==> config.mk <==
export PLATFORM = sky130hd
export DESIGN_NAME = multi_pattern_seq_detector
export DESIGN_NICKNAME = d
export VERILOG_FILES = /design/src/rtl/seq_det_pkg.sv /design/src/rtl/seq_pattern_slot.sv /design/src/rtl/multi_pattern_seq_detector.sv
export SDC_FILE = /design/constraint.sdc
export NUM_CORES = 1
export LEC_CHECK = 0
export CAP_MARGIN = 5
export CORE_MARGIN = 5
export CORE_UTILIZATION = 52
export CTS_BUF_LIST = sky130_fd_sc_hd__clkbuf_8
export DETAILED_ROUTE_END_ITERATION = 10
export PLACE_DENSITY = 0.78
export SYNTH_ARGS = -nofsm -noshare
export SYNTH_HDL_FRONTEND = slang
export SYNTH_SLANG_ARGS = --single-unit
export TNS_END_PERCENT = 20
==> constraint.sdc <==
create_clock -name clk -period 2.98 [get_ports clk]
set_input_delay 0.745 -clock clk [delete_from_list [all_inputs] [get_ports clk]]
set_output_delay 0.745 -clock clk [all_outputs]
set_load 0.01 [all_outputs]
==> src/rtl/seq_det_pkg.sv <==
// Shared widths and defaults for the multi-pattern serial detector.
// Imported by the slot and top modules.
package seq_det_pkg;

    localparam int DEF_NUM_PAT = 2;
    localparam int DEF_MAX_LEN = 8;
    localparam int DEF_CNT_W   = 16;

    // Slot index width; a single slot still gets a 1-bit index.
    function automatic int idx_w(input int n);
        return (n <= 1) ? 1 : $clog2(n);
    endfunction

    // Length field must hold 0..MAX_LEN inclusive.
    function automatic int len_w(input int m);
        return $clog2(m + 1);
    endfunction

endpackage

==> src/rtl/seq_pattern_slot.sv <==
// One programmable pattern slot: config, freshness counter,
// window compare and saturating hit counter.
import seq_det_pkg::*;

module seq_pattern_slot #(
    parameter int MAX_LEN = DEF_MAX_LEN,
    parameter int CNT_W   = DEF_CNT_W,
    parameter int LEN_W   = len_w(MAX_LEN)
) (
    input  logic               clk,
    input  logic               reset,
    input  logic               x_valid,
    input  logic [MAX_LEN-1:0] win,
    input  logic [LEN_W-1:0]   fill,
    input  logic               cfg_we,
    input  logic [MAX_LEN-1:0] cfg_pattern,
    input  logic [LEN_W-1:0]   cfg_len,
    input  logic               cfg_overlap,
    input  logic               cfg_en,
    input  logic               clr_count,
    output logic               hit,
    output logic [CNT_W-1:0]   count
);

    typedef struct packed {
        logic [MAX_LEN-1:0] pattern;
        logic [LEN_W-1:0]   len;
        logic               overlap;
        logic               en;
    } slot_cfg_t;

    localparam logic [LEN_W-1:0] LEN_MAX = LEN_W'(MAX_LEN);

    slot_cfg_t        cfg;
    logic [LEN_W-1:0] since;
    logic             len_ok;
    logic             match;
    logic             ready;
    logic             fresh;
    logic [LEN_W:0]   fill_p1;
    logic [LEN_W:0]   since_p1;

    // Compare the low len bits of the window against the pattern.
    always_comb begin
        match = 1'b1;
        for (int i = 0; i < MAX_LEN; i++) begin
            if (LEN_W'(i) < cfg.len && win[i] != cfg.pattern[i])
                match = 1'b0;
        end
        len_ok   = (cfg.len != '0) && (cfg.len <= LEN_MAX);
        fill_p1  = {1'b0, fill} + 1'b1;
        since_p1 = {1'b0, since} + 1'b1;
        ready    = fill_p1 >= {1'b0, cfg.len};
        fresh    = since_p1 >= {1'b0, cfg.len};
        hit      = x_valid & cfg.en & len_ok & match & ready
                 & (cfg.overlap | fresh);
    end

    // Config registers; a write lands at the edge, hit uses the old copy.
    always_ff @(posedge clk or negedge reset) begin
        if (!reset)
            cfg <= '0;
        else if (cfg_we)
            cfg <= '{cfg_pattern, cfg_len, cfg_overlap, cfg_en};
    end

    // Bits seen since the last hit or rewrite, saturating at MAX_LEN.
    always_ff @(posedge clk or negedge reset) begin
        if (!reset)
            since <= LEN_MAX;
        else if (cfg_we || hit)
            since <= '0;
        else if (x_valid && since != LEN_MAX)
            since <= since + 1'b1;
    end

    // Saturating hit counter; clear beats a same-cycle hit.
    always_ff @(posedge clk or negedge reset) begin
        if (!reset)
            count <= '0;
        else if (clr_count)
            count <= '0;
        else if (hit && count != '1)
            count <= count + 1'b1;
    end

endmodule

==> src/rtl/multi_pattern_seq_detector.sv <==
// Runtime-programmable multi-pattern serial bit detector.
// Shared history/fill, per-slot matchers, packed counters.
import seq_det_pkg::*;

module multi_pattern_seq_detector #(
    parameter int NUM_PAT = DEF_NUM_PAT,
    parameter int MAX_LEN = DEF_MAX_LEN,
    parameter int CNT_W   = DEF_CNT_W,
    localparam int IDX_W  = idx_w(NUM_PAT),
    localparam int LEN_W  = len_w(MAX_LEN)
) (
    input  logic                     clk,
    input  logic                     reset,
    input  logic                     x_valid,
    input  logic                     x,
    input  logic                     cfg_we,
    input  logic [IDX_W-1:0]         cfg_idx,
    input  logic [MAX_LEN-1:0]       cfg_pattern,
    input  logic [LEN_W-1:0]         cfg_len,
    input  logic                     cfg_overlap,
    input  logic                     cfg_en,
    input  logic                     clr_count,
    output logic [NUM_PAT-1:0]       hit,
    output logic                     hit_any,
    output logic [NUM_PAT*CNT_W-1:0] hit_count
);

    localparam logic [LEN_W-1:0] LEN_MAX = LEN_W'(MAX_LEN);

    logic [MAX_LEN-2:0] hist;
    logic [LEN_W-1:0]   fill;
    logic [MAX_LEN-1:0] win;

    assign win     = {hist, x};
    assign hit_any = |hit;

    // Shift accepted bits into the history and track how full it is.
    always_ff @(posedge clk or negedge reset) begin
        if (!reset) begin
            hist <= '0;
            fill <= '0;
        end else if (x_valid) begin
            hist <= win[MAX_LEN-2:0];
            if (fill != LEN_MAX)
                fill <= fill + 1'b1;
        end
    end

    for (genvar p = 0; p < NUM_PAT; p++) begin : g_slot
        logic sel;

        assign sel = cfg_we && (cfg_idx == IDX_W'(p));

        seq_pattern_slot #(
            .MAX_LEN (MAX_LEN),
            .CNT_W   (CNT_W),
            .LEN_W   (LEN_W)
        ) u_slot (
            .clk         (clk),
            .reset       (reset),
            .x_valid     (x_valid),
            .win         (win),
            .fill        (fill),
            .cfg_we      (sel),
            .cfg_pattern (cfg_pattern),
            .cfg_len     (cfg_len),
            .cfg_overlap (cfg_overlap),
            .cfg_en      (cfg_en),
            .clr_count   (clr_count),
            .hit         (hit[p]),
            .count       (hit_count[p*CNT_W +: CNT_W])
        );
    end

endmodule

==> metrics.txt <==
status finished, violations left; failing checks negative setup slack; Worst Setup Path Type reg2out; worst r2r dst g_slot[1].u_slot.count[3]; yosys warns 0; number of flops mapped to enable cells by yosys 0; Slew Limit Fails 0; CTS HTree Levels 3; DRT antenna net count 0; Synth area leaders dfrtp_1 42%, mux2_2 9.0%, ha_1 6.5%; die area 10,900 um^2; CP max FO 4; crit path time final 3050 ps; RSZ-0062 raised after global routing true; first-pass GRT wire length 17,900 um; layout cells sized above 1 25.5%; Die Y 104 um; initial antenna violation count 0; period utilization 102%; max cap viols 0; Reg-to-Reg Start fill[0]; clock slew at reported path FFs 90 ps; post-synth top area share 41.7%; VDD IR-drop max 0.386 mV; CP endpoint kind output port; Mapped Nets 510; CTS Root Cell clkbuf_8; CTS buffer count 9; end of the worst hold path g_slot[0].u_slot.cfg[1]; placed cell area 5450 um^2; Cells after Synth 465; Routed WL per cell 16.4 um; async set-reset flop share out of synthesis 100%; Synth area leader dfrtp_1; clock skew 18.8 ps; worst-path cell chain ha_4 > xor2_4 > ha_1 > o21ai_1 > o21ai_2 > nand3_2 > o22ai_2 > buf_2; number of register bits inferred by synthesis 79; reg2reg path depth 12; CP Launch Type register; leakage 2.39 nW; hold path depth 1; slowest stage delay, CP 450 ps; CTS tree done; Yosys cell types 47; CP arrival 2300 ps; worst skew pair latency 370 ps; Finished Core Util 68.3%; Post-CTS Hold Buffers 0; cell with the most instances after synthesis dfrtp_1; CP delay by family, top compound AO/OA/AOI/OAI gates; Synth Cell Area 4620 um^2; total power 4.03 mW; DRC violation count after routing 0; nets@finish 600; final setup TNS -69.9 ps; num ports 56; ys flop type dfrtp_1; post-synthesis sequential area ratio 42.8%; GP Congestion 0.785; row cnt 34; PnR worst setup slack -69.9 ps; Via Count 3,942; Max Clk Rate 328 MHz; DP Cell Count 639; Ant. Diodes 0; Fin. Hold Viols 0; hold_sp g_slot[0].u_slot.cfg[1]; number of global-route vias before repair 3,865; Detailed Place HPWL 7470 um; crit path launch fill[0]; DP Worst Slack -737 ps; cell area after layout 5930 um^2; initial core utilization 53.2%; drt total wl 11,000 um; top cells by count, synth 77 x dfrtp_1, 37 x mux2_2, 27 x nand2_1; Max Root-Sink Buffers 2; 1st-iter DRT viols 138; Pre-antenna DRT Iters 5; Min Hold Slack 520 ps; Port Buffers 55; Total Routing Usage GR 19.7%; Placeable Area 8680 um^2; final global-route overflow total 0; Least-Margin Pin Slew 1000 ps; pwr/cell area 681 nW/um^2; Non-Filler Instances 668; largest net degree at the start of global routing 80; Finish-stage setup viols 1; worst relative slew slack 33.2%; flop-to-flop setup slack 90 ps; Worst EP required 2240 ps; Die Width 104 um; slowest stage cell, crit path dfrtp_2; Hold Path Class reg2reg; Synth Area per Inst 9.94 um^2; area grow syn2layout 28.2%; WP buf/inv 1; vias per cell 5.90; CTS sink cnt 79
## per-layer routing
metal,vias to the layer above,track usage (%),wire [um]
met2,125,33.0,5440
met3,28,4.03,584
met4,0,9.25,341
li1,1889,-,-
met5,-,0,0
met1,1900,24.2,4630
## power breakdown
group / leakage, nW / switching, mW / total [mW] / internal (mW)
combinational: 1.29 / 0.931 / 1.86 / 0.931
clock: 0.0926 / 0.416 / 0.744 / 0.328
sequential: 1.00 / 0.200 / 1.43 / 1.23
total: 2.39 / 1.55 / 4.03 / 2.49
## worst max-delay path by stage
stage | cells after the start | endpoint
after floorplan | 8 | hit[0]
after global placement | 7 | hit_any
after detailed placement | 7 | hit_any
after CTS | 8 | hit[0]
after global routing | 8 | hit_any
final | 8 | hit_any
## cells by family after synthesis
group	Yosys count	share of synthesized area, %
flops	79	42.8
simple gates	162	19.1
xor+xnor	26	4.93
compound gates	89	11.9
buf+inv	39	3.57
mux	46	11.2
fa+ha+maj	24	6.50
## flip-flops by register name, summed over array words and instances (netlist names)
register             count
fill                     4
g_slot.u_slot.since      8
hist                     7
g_slot.u_slot.cfg       28
g_slot.u_slot.count     32
## cell usage in the layout, fill, tap and decap left out, types with 3 or more instances in the layout
cell | synthesis | layout
a211oi_2 | 1 | 4
a21oi_1 | 25 | 25
and3_1 | 6 | 6
buf_4 | 2 | 44
clkbuf_8 | 0 | 10
clkdlybuf4s50_1 | 0 | 50
dfrtp_1 | 77 | 73
dfrtp_2 | 0 | 4
ha_1 | 24 | 18
ha_4 | 0 | 4
inv_1 | 18 | 17
mux2_1 | 7 | 7
mux2_2 | 37 | 37
nand2_1 | 27 | 25
nand2b_1 | 7 | 5
nand3_1 | 20 | 17
nand3_2 | 1 | 4
nand4_1 | 12 | 12
nor2_1 | 22 | 20
nor2b_1 | 11 | 11
nor3_1 | 14 | 13
nor4_1 | 9 | 9
o21ai_0 | 25 | 21
o21ai_1 | 3 | 3
o21ai_2 | 0 | 4
o22ai_1 | 5 | 4
o31ai_1 | 13 | 13
or3_1 | 12 | 11
or4_1 | 14 | 14
xnor2_1 | 17 | 14
xnor2_2 | 0 | 3
xor2_1 | 9 | 6
## repair_timing
item                       CTS  global route
setup endpoints to repair    3            10
setup buffers                4             9
pin swaps                    4            14
gates resized for setup     24            34
## area by class of cell
type / count / area [um^2]
Clock buffer: 10 / 138
Clock inverter: 6 / 43.8
Sequential cell: 79 / 1980
Fill cell: 663 / 2750
Timing Repair Buffer: 100 / 877
Inverter: 18 / 67.6
Tap cell: 108 / 135
Multi-Input combinational cell: 347 / 2680
No activity file was read; power rests on OpenSTA's default activity.
